[src/rtl/proc_control_unit_if.sv]
// Control-unit bus bundle for the simple processor datapath.
//   Run, DIN     : start request and instruction/immediate bus into the control unit
//   IR, Tstep    : instruction register and current time-step (visibility)
//   Rin, Rout    : one-hot register write / bus-drive selects, bit 0 = R0
//   Ain, Gin     : A and G register loads
//   Gout, DINout : G or DIN drives the shared bus
//   AddSub, Done : ALU op (0 add, 1 sub) and last step of the instruction
// master = control unit side, slave = datapath / stimulus side.
interface proc_control_unit_if #(
    parameter int BUS_W = 9
);
    logic             Run;
    logic [BUS_W-1:0] DIN;
    logic [8:0]       IR;
    logic [1:0]       Tstep;
    logic [0:7]       Rin;
    logic [0:7]       Rout;
    logic             Ain;
    logic             Gin;
    logic             Gout;
    logic             DINout;
    logic             AddSub;
    logic             Done;

    modport master (
        input  Run, DIN,
        output IR, Tstep, Rin, Rout, Ain, Gin, Gout, DINout, AddSub, Done
    );

    modport slave (
        output Run, DIN,
        input  IR, Tstep, Rin, Rout, Ain, Gin, Gout, DINout, AddSub, Done
    );
endinterface

[src/rtl/proc_control_unit.sv]
// Sequencing FSM for the simple processor datapath.
// Fetches a 9-bit instruction IIIXXXYYY from DIN in T0 and walks T1..T3,
// driving every datapath enable combinationally from (Tstep, IR).
//   Clock  : rising-edge clock
//   Resetn : asynchronous active-low reset (Tstep=0, IR=0)
//   ctl    : master side of proc_control_unit_if (Run/DIN in, controls out)
// Opcodes: 000 mv Rx,Ry | 001 mvi Rx,#D | 010 add Rx,Ry | 011 sub Rx,Ry | 1xx undefined.
module proc_control_unit #(
    parameter int BUS_W = 9
) (
    input logic                  Clock,
    input logic                  Resetn,
    proc_control_unit_if.master  ctl
);

    typedef enum logic [1:0] {T0 = 2'd0, T1 = 2'd1, T2 = 2'd2, T3 = 2'd3} tstep_e;

    localparam logic [2:0] OP_MV  = 3'b000;
    localparam logic [2:0] OP_MVI = 3'b001;
    localparam logic [2:0] OP_ADD = 3'b010;
    localparam logic [2:0] OP_SUB = 3'b011;

    tstep_e           state, state_nxt;
    logic [8:0]       ir, ir_nxt;
    logic [BUS_W-1:0] din;

    logic [2:0] op, x_code, y_code;
    logic       is_arith;

    // Register-decoder feeds: Rin always targets X; Rout picks X or Y.
    logic       rin_en, rout_en;
    logic [2:0] rout_code;

    logic ain, gin, gout, dinout, addsub, done;

    assign din      = ctl.DIN;
    assign op       = ir[8:6];
    assign x_code   = ir[5:3];
    assign y_code   = ir[2:0];
    assign is_arith = (op == OP_ADD) || (op == OP_SUB);

    // 3-to-8 decode onto a [0:7] vector so code 000 lands on R0 (leftmost).
    function automatic logic [0:7] dec3to8(input logic en, input logic [2:0] code);
        logic [0:7] d;
        d = '0;
        if (en) d[code] = 1'b1;
        return d;
    endfunction

    always_ff @(posedge Clock or negedge Resetn) begin
        if (!Resetn) begin
            state <= T0;
            ir    <= '0;
        end else begin
            state <= state_nxt;
            ir    <= ir_nxt;
        end
    end

    always_comb begin
        // Any combination not handled below is unreachable: no enables, back to T0.
        state_nxt = T0;
        ir_nxt    = ir;
        rin_en    = 1'b0;
        rout_en   = 1'b0;
        rout_code = x_code;
        ain       = 1'b0;
        gin       = 1'b0;
        gout      = 1'b0;
        dinout    = 1'b0;
        addsub    = 1'b0;
        done      = 1'b0;

        case (state)
            T0: begin
                // Run is only looked at here; later steps never abort.
                if (ctl.Run) begin
                    ir_nxt    = din[8:0];
                    state_nxt = T1;
                end
            end
            T1: begin
                case (op)
                    OP_MV: begin
                        rout_en   = 1'b1;
                        rout_code = y_code;
                        rin_en    = 1'b1;
                        done      = 1'b1;
                    end
                    OP_MVI: begin
                        dinout = 1'b1;
                        rin_en = 1'b1;
                        done   = 1'b1;
                    end
                    OP_ADD, OP_SUB: begin
                        rout_en   = 1'b1;
                        rout_code = x_code;
                        ain       = 1'b1;
                        state_nxt = T2;
                    end
                    default: begin
                        // Undefined opcode retires as a no-op.
                        done = 1'b1;
                    end
                endcase
            end
            T2: begin
                if (is_arith) begin
                    rout_en   = 1'b1;
                    rout_code = y_code;
                    gin       = 1'b1;
                    addsub    = ir[6];
                    state_nxt = T3;
                end
            end
            T3: begin
                if (is_arith) begin
                    gout   = 1'b1;
                    rin_en = 1'b1;
                    done   = 1'b1;
                end
            end
            default: ;
        endcase
    end

    assign ctl.IR     = ir;
    assign ctl.Tstep  = state;
    assign ctl.Rin    = dec3to8(rin_en, x_code);
    assign ctl.Rout   = dec3to8(rout_en, rout_code);
    assign ctl.Ain    = ain;
    assign ctl.Gin    = gin;
    assign ctl.Gout   = gout;
    assign ctl.DINout = dinout;
    assign ctl.AddSub = addsub;
    assign ctl.Done   = done;

endmodule
[src/flat_wrapper.sv]
// flat-port wrapper written by rule: the top's interface ports become plain ports
module proc_control_unit_flat 
#(
    parameter int BUS_W = 9
)
  (Clock, Resetn, ctl_Run, ctl_DIN, ctl_IR, ctl_Tstep, ctl_Rin, ctl_Rout, ctl_Ain, ctl_Gin, ctl_Gout, ctl_DINout, ctl_AddSub, ctl_Done);
  proc_control_unit_if #(.BUS_W(BUS_W)) ctl_i ();
  input logic Clock;
  input logic Resetn;
  input wire logic [$bits(ctl_i.Run)-1:0] ctl_Run;
  input wire logic [$bits(ctl_i.DIN)-1:0] ctl_DIN;
  output wire logic [$bits(ctl_i.IR)-1:0] ctl_IR;
  output wire logic [$bits(ctl_i.Tstep)-1:0] ctl_Tstep;
  output wire logic [$bits(ctl_i.Rin)-1:0] ctl_Rin;
  output wire logic [$bits(ctl_i.Rout)-1:0] ctl_Rout;
  output wire logic [$bits(ctl_i.Ain)-1:0] ctl_Ain;
  output wire logic [$bits(ctl_i.Gin)-1:0] ctl_Gin;
  output wire logic [$bits(ctl_i.Gout)-1:0] ctl_Gout;
  output wire logic [$bits(ctl_i.DINout)-1:0] ctl_DINout;
  output wire logic [$bits(ctl_i.AddSub)-1:0] ctl_AddSub;
  output wire logic [$bits(ctl_i.Done)-1:0] ctl_Done;
  assign ctl_i.Run = ctl_Run;
  assign ctl_i.DIN = ctl_DIN;
  assign ctl_IR = ctl_i.IR;
  assign ctl_Tstep = ctl_i.Tstep;
  assign ctl_Rin = ctl_i.Rin;
  assign ctl_Rout = ctl_i.Rout;
  assign ctl_Ain = ctl_i.Ain;
  assign ctl_Gin = ctl_i.Gin;
  assign ctl_Gout = ctl_i.Gout;
  assign ctl_DINout = ctl_i.DINout;
  assign ctl_AddSub = ctl_i.AddSub;
  assign ctl_Done = ctl_i.Done;
  proc_control_unit #(.BUS_W(BUS_W)) u_core (.Clock(Clock), .Resetn(Resetn), .ctl(ctl_i));
endmodule
[config.mk]
export PLATFORM = sky130hd
export DESIGN_NAME = proc_control_unit_flat
export DESIGN_NICKNAME = d
export VERILOG_FILES = /design/src/rtl/proc_control_unit_if.sv /design/src/rtl/proc_control_unit.sv /design/src/flat_wrapper.sv
export SDC_FILE = /design/constraint.sdc
export NUM_CORES = 1
export LEC_CHECK = 0
export BUFFER_PORTS_ARGS = -buffer_cell sky130_fd_sc_hd__buf_2
export CAP_MARGIN = 20
export CORE_MARGIN = 5
export CORE_UTILIZATION = 45
export CTS_CLUSTER_DIAMETER = 80
export DETAILED_ROUTE_END_ITERATION = 7
export PLACE_DENSITY = 0.86
export SYNTH_ARGS = -nofsm -noshare
export SYNTH_HDL_FRONTEND = slang
export SYNTH_SLANG_ARGS = --single-unit
[constraint.sdc]
create_clock -name Clock -period 2.5 [get_ports Clock]
set_clock_uncertainty 0.2 [all_clocks]
set_input_delay 0.25 -clock Clock [delete_from_list [all_inputs] [get_ports Clock]]
set_output_delay 0.25 -clock Clock [all_outputs]
set_load 0.02 [all_outputs]
Word level (Yosys, flattened, before mapping)
Index checks and enable logic that the tools add are counted.
W data, S select, Z words.
{"block": "op_classes", "order_cmp": 4, "n_eq_ne": 6, "mux": 28, "n_bitwise": 2, "n_reduce_logical": 9}
{"cell": "$mux W8", "count": 2}
{"cell": "$mux W1", "count": 15}
{"cell": "$ge A4 B4 Y1 const B", "count": 2}
{"cell": "$lt A4 B1 Y1 const B", "count": 2}
{"cell": "$not A3 Y4", "count": 2}
{"cell": "$demux W1 S3", "count": 2}
{"cell": "$eq A3 B2 Y1 const B", "count": 2}
{"cell": "$mux W3", "count": 2}
{"cell": "$pmux W1 S2", "count": 3}
{"cell": "$pmux W2 S3", "count": 1}
{"cell": "$pmux W3 S2", "count": 1}
{"cell": "$eq A2 B2 Y1 const B", "count": 2}
{"cell": "$mux W2", "count": 2}
{"cell": "$reduce_or A2 Y1", "count": 2}
{"cell": "$eq A3 B1 Y1 const B", "count": 1}
{"cell": "$logic_not A3 Y1", "count": 1}
{"cell": "$reduce_or A3 Y1", "count": 1}
{"cell": "$eq A2 B1 Y1 const B", "count": 1}
{"cell": "$logic_and A1 B1 Y1", "count": 2}
{"cell": "$logic_not A2 Y1", "count": 1}
{"cell": "$reduce_and A2 Y1", "count": 1}
{"cell": "$logic_or A1 B1 Y1", "count": 1}
{"block": "word_totals", "reg_bits": 11, "input_bits": 12, "out_inout_bits": 33}

Longest topological paths before layout
{"block": "logic_depth", "depth_word": 10, "mapped_depth": 7, "ltp_nobuf": 6}

Worst setup path after synthesis
No wires, ideal clock.
{"block": "synth_timing", "path_type": "register to output", "from": "reg u_core.state[1] (netlist: u_core.ctl.Tstep[1])", "to": "out ctl_Rout[4]", "arrival_ns": 2.299, "path_slack_ns": -0.249, "path_stages_with_launch": 7, "n_path_buf": 0, "cell_sequence": "dfrtp_1 > inv_1 > ha_1 > or3b_4 > a21oi_2 > a22oi_2 > nor4_1"}
{"block": "synth_via", "elab_chain_len": 8, "word_cells_on_any_way": 11, "cone_classes": "order compare (2); eq/ne (2); mux (5); bitwise (1); reduce/logical (1)"}
{"item": "start, declared", "line": "proc_control_unit.sv:23", "rtl": "tstep_e state, state_nxt;"}
{"item": "start signal, assigned", "line": "proc_control_unit.sv:55", "rtl": "state <= state_nxt;"}
{"item": "$eq A2 B2 Y1 / $eq A2 B1 Y1 (equally long branches)", "line": "proc_control_unit.sv:74", "rtl": "case (state)"}
{"item": "$pmux W3 S2", "line": "proc_control_unit.sv:74"}
{"item": "$not A3 Y4 (not written as such)", "line": "proc_control_unit.sv:46", "rtl": "if (en) d[code] = 1'b1;"}
{"item": "$ge A4 B4 Y1 (not written as such) / $lt A4 B1 Y1 (equally long branches)", "line": "proc_control_unit.sv:46"}
{"item": "$logic_and A1 B1 Y1 (not written as such)", "line": "proc_control_unit.sv:46"}
{"item": "$mux W1 (not written as such)", "line": "proc_control_unit.sv:46"}
{"item": "$demux W1 S3", "line": "proc_control_unit.sv:46"}
{"item": "$mux W8 (*)", "line": "proc_control_unit.sv:46"}
{"item": "end, declared", "line": "flat_wrapper.sv:15", "rtl": "output wire logic [$bits(ctl_i.Rout)-1:0] ctl_Rout;"}
Mark *: on every way between the ends. The rest lies on a longest branch, timed or not.

Worst setup path after layout
{"block": "layout_timing", "from": "reg u_core.state[1] (netlist: u_core.ctl.Tstep[1])", "to": "out ctl_Rout[1]"}
The elaborated chain is that of the path after synthesis.

==> metrics <==
r2r setup slk=0.80 ns; most frequent cell after synthesis=nor2_1; vias=949; gr usage total=between 10% and 20%; ys async rst share=100%; Worst Hold Class=in2reg; Critical Path End=ctl_Rout[1]; fmax=0.395 GHz; outcome=complete, but fails checks; Multi-input gate area=around 700 um^2; first-pass GRT wire length=4100 um; PwrDens=between 1000 and 1500 nW/um^2; GRT Max-Usage Layer=met2; Final Max Slew Viols=0; layout cell share with drive strength beyond 1=between 60% and 70%; dominant cell type by area after synthesis=dfrtp_1; FP Rows=16; r2r startpoint=u_core.ctl.Tstep[1]$_DFF_PN0_; global-route met2 utilization=between 30% and 40%; R2R cell count=5; Antenna Cells=0; met3 Use GR=under 10%; met1 Use GR=22.2%; slew margin rel.=between 70% and 80%; Die X-Extent=55.1 um; max_cap viols=0; fin crit period=around 2.5 ns; worst slew pin tran=between 0.4 and 0.5 ns; Die Y=roughly 55 um; Routed Wire Length=around 2600 um; pre-CTS setup slack=0.0721 ns; Leak=0.627 nW; number of synthesized flops with an enable pin=0; clock sink count=11; reg-to-reg endpoint=u_core.ctl.IR[2]$_DFFE_PN0P_; core area=between 1500 and 2000 um^2; clock root buffer=clkbuf_4; routed len/inst=14.2 um; PnR worst setup slack=-0.0347 ns; CP cell instances=inv_2 > ha_4 > buf_4 > or2b_1 > a21o_1 > a221o_2 > a31oi_1 > buf_4; CP arrival=roughly 2.1 ns; HPWL Detailed=roughly 1900 um; initial antenna violation count=0; Synth Instances=slightly below 100; H-tree Lvls=1; synth warn=0; crit-path max FO=5; drt first pass iters=4; Peak VDD IR=987 uV; DRT iter0 DRCs=6; vias in the first global route=slightly above 900; placed cell count=170; nature of the critical path endpoint=output pin; WS Path Type=reg2out; Residual DRC=0; io pins=45; TritonCTS clock tree=done; Synth cell types=40; Commonest cells post-synth=15 x nor2_1, 11 x dfrtp_1, 10 x mux2_2, 8 x nand2_1, 6 x inv_1; vias per std cell=approximately 5.3; mapped cell area=about 920 um^2; final worst path period share=101%; #FFs+latches synth=11; CTS Buf Count=3; Buffers on Ports=44; P&R area growth vs syn=49.5%; antenna-violating nets left=0; die area=3040 um^2; non-filler cells, final=180; top cell type's share of synthesized area=a little under a third; syn_area_per_cell=around 9.5 um^2; crit path from=u_core.ctl.Tstep[1]$_DFF_PN0_; clock buffer depth=2; largest net degree at the start of global routing=12; Final Setup Violations=3; fin util=69.9%; worst-skew pair later-pin latency=approximately 0.26 ns; most frequent CP cell=buf_4; Filler cells=about 180; worst-path cell with the longest stage delay=dfrtp_1; Remaining Overflow, GRT=0; Top FF cell, synth=dfrtp_1; Final nets=between 150 and 200; Reg clk slew, reported paths=~0.07 ns; unrepaired setup endpoints after global routing=true; critical path required time=2.05 ns; Largest stage delay, worst path=between 0.3 and 0.4 ns; synth top area cells=dfrtp_1 30%, mux2_2 12%, nor2_1 6.1%; final estimated routing congestion in global placement=approximately 0.80; Starting Density=between 40% and 50%; CP startpoint kind=register; final hold violation count=0; syn_nets=roughly 110; Sequential Area=roughly 280 um^2; Post-DP Area=about 1200 um^2; design area=about 1400 um^2; post-synthesis sequential area ratio=between 30% and 40%; failing checks=negative setup slack
[through the flow]
stage	hold slack [ns]	setup TNS, ns	power, W
floorplan	-0.246	-0.113	0.00121
global placement	-0.0792	0	0.00148
detailed placement	-0.0750	0	0.00151
CTS	0.00831	-0.116	0.00181
global route	0.00302	-0.777	0.00198
finish	0.0159	-0.0566	0.00185
[sequential cells by signal, summed over array words and instances (netlist names)]
name,flops
u_core.ctl.IR,9
u_core.ctl.Tstep,2
[cells in the final DEF (no fill, tap or decap), types with 3 or more instances in the layout]
| master | instances |
|---|---|
| ha_4 | 3 |
| nand2_1 | 7 |
| buf_2 | 37 |
| dfrtp_1 | 9 |
| nor2_1 | 15 |
| mux2_2 | 10 |
| inv_1 | 4 |
| nand2b_1 | 3 |
| buf_4 | 15 |
| clkbuf_4 | 3 |
[worst min-delay path by stage]
stage          startpoint                      endpoint  slack [ns]  depth (start not counted)
2_1_floorplan      Resetn  u_core.ctl.IR[0]$_DFFE_PN0P_       -0.25                          0
3_3_place_gp       Resetn  u_core.ctl.IR[7]$_DFFE_PN0P_       -0.08                          1
3_5_place_dp       Resetn  u_core.ctl.IR[7]$_DFFE_PN0P_       -0.08                          1
4_1_cts        ctl_DIN[0]  u_core.ctl.IR[0]$_DFFE_PN0P_       0.008                          2
5_1_grt        ctl_DIN[6]  u_core.ctl.IR[6]$_DFFE_PN0P_       0.003                          2
6_report       ctl_DIN[0]  u_core.ctl.IR[0]$_DFFE_PN0P_        0.02                          2
[routing by layer]
layer / share of wire (%) / up-vias
met4: 1.4 / 0
met1: 41 / 454
met3: 5.2 / 4
li1: - / 464
met5: 0 / -
met2: 52 / 27
[repair_timing]
action,CTS,global route
setup endpoints to repair,8,8
gates cloned,0,0
setup buffers,4,1
hold buffers,1,0
hold endpoints to repair,11,0
pin swaps,5,5
gates resized for setup,19,6
[worst max-delay path, delay by kind of cell, from the launching register on]
family | cells | cell delay [ns]
AOI/OAI and AO/OA | 3 | 0.70
adders and majority gates | 1 | 0.14
buffers and inverters | 3 | 0.37
DFF | 1 | 0.38
and+or+nand+nor | 1 | 0.22
[area by class of cell]
type,count,area share (%)
well taps,27,2.46
inverters,6,1.64
multi-input cells,78,50.5
repair buffers,54,23.3
flip-flops and latches,11,20.3
clock buffers,4,1.92
[cell families (layout without fill, tap and decap cells)]
family,Yosys count,count (layout),share of synthesized area [%]
and+or+nand+nor,42,42,23.5
AOI/OAI and AO/OA,20,20,22.1
DFF,11,11,30.0
muxes,12,12,14.5
buffers and inverters,8,64,4.50
adders and majority gates,4,4,5.46
[where the power goes]
part / internal (W) / total [W] / switching [W] / leakage [nW]
Clock: 0.0000616 / 0.000116 / 0.0000540 / 0.0150
Combinational: 0.000582 / 0.00128 / 0.000694 / 0.483
Sequential: 0.000270 / 0.000457 / 0.000188 / 0.129
(Power assumes the default switching activity.)
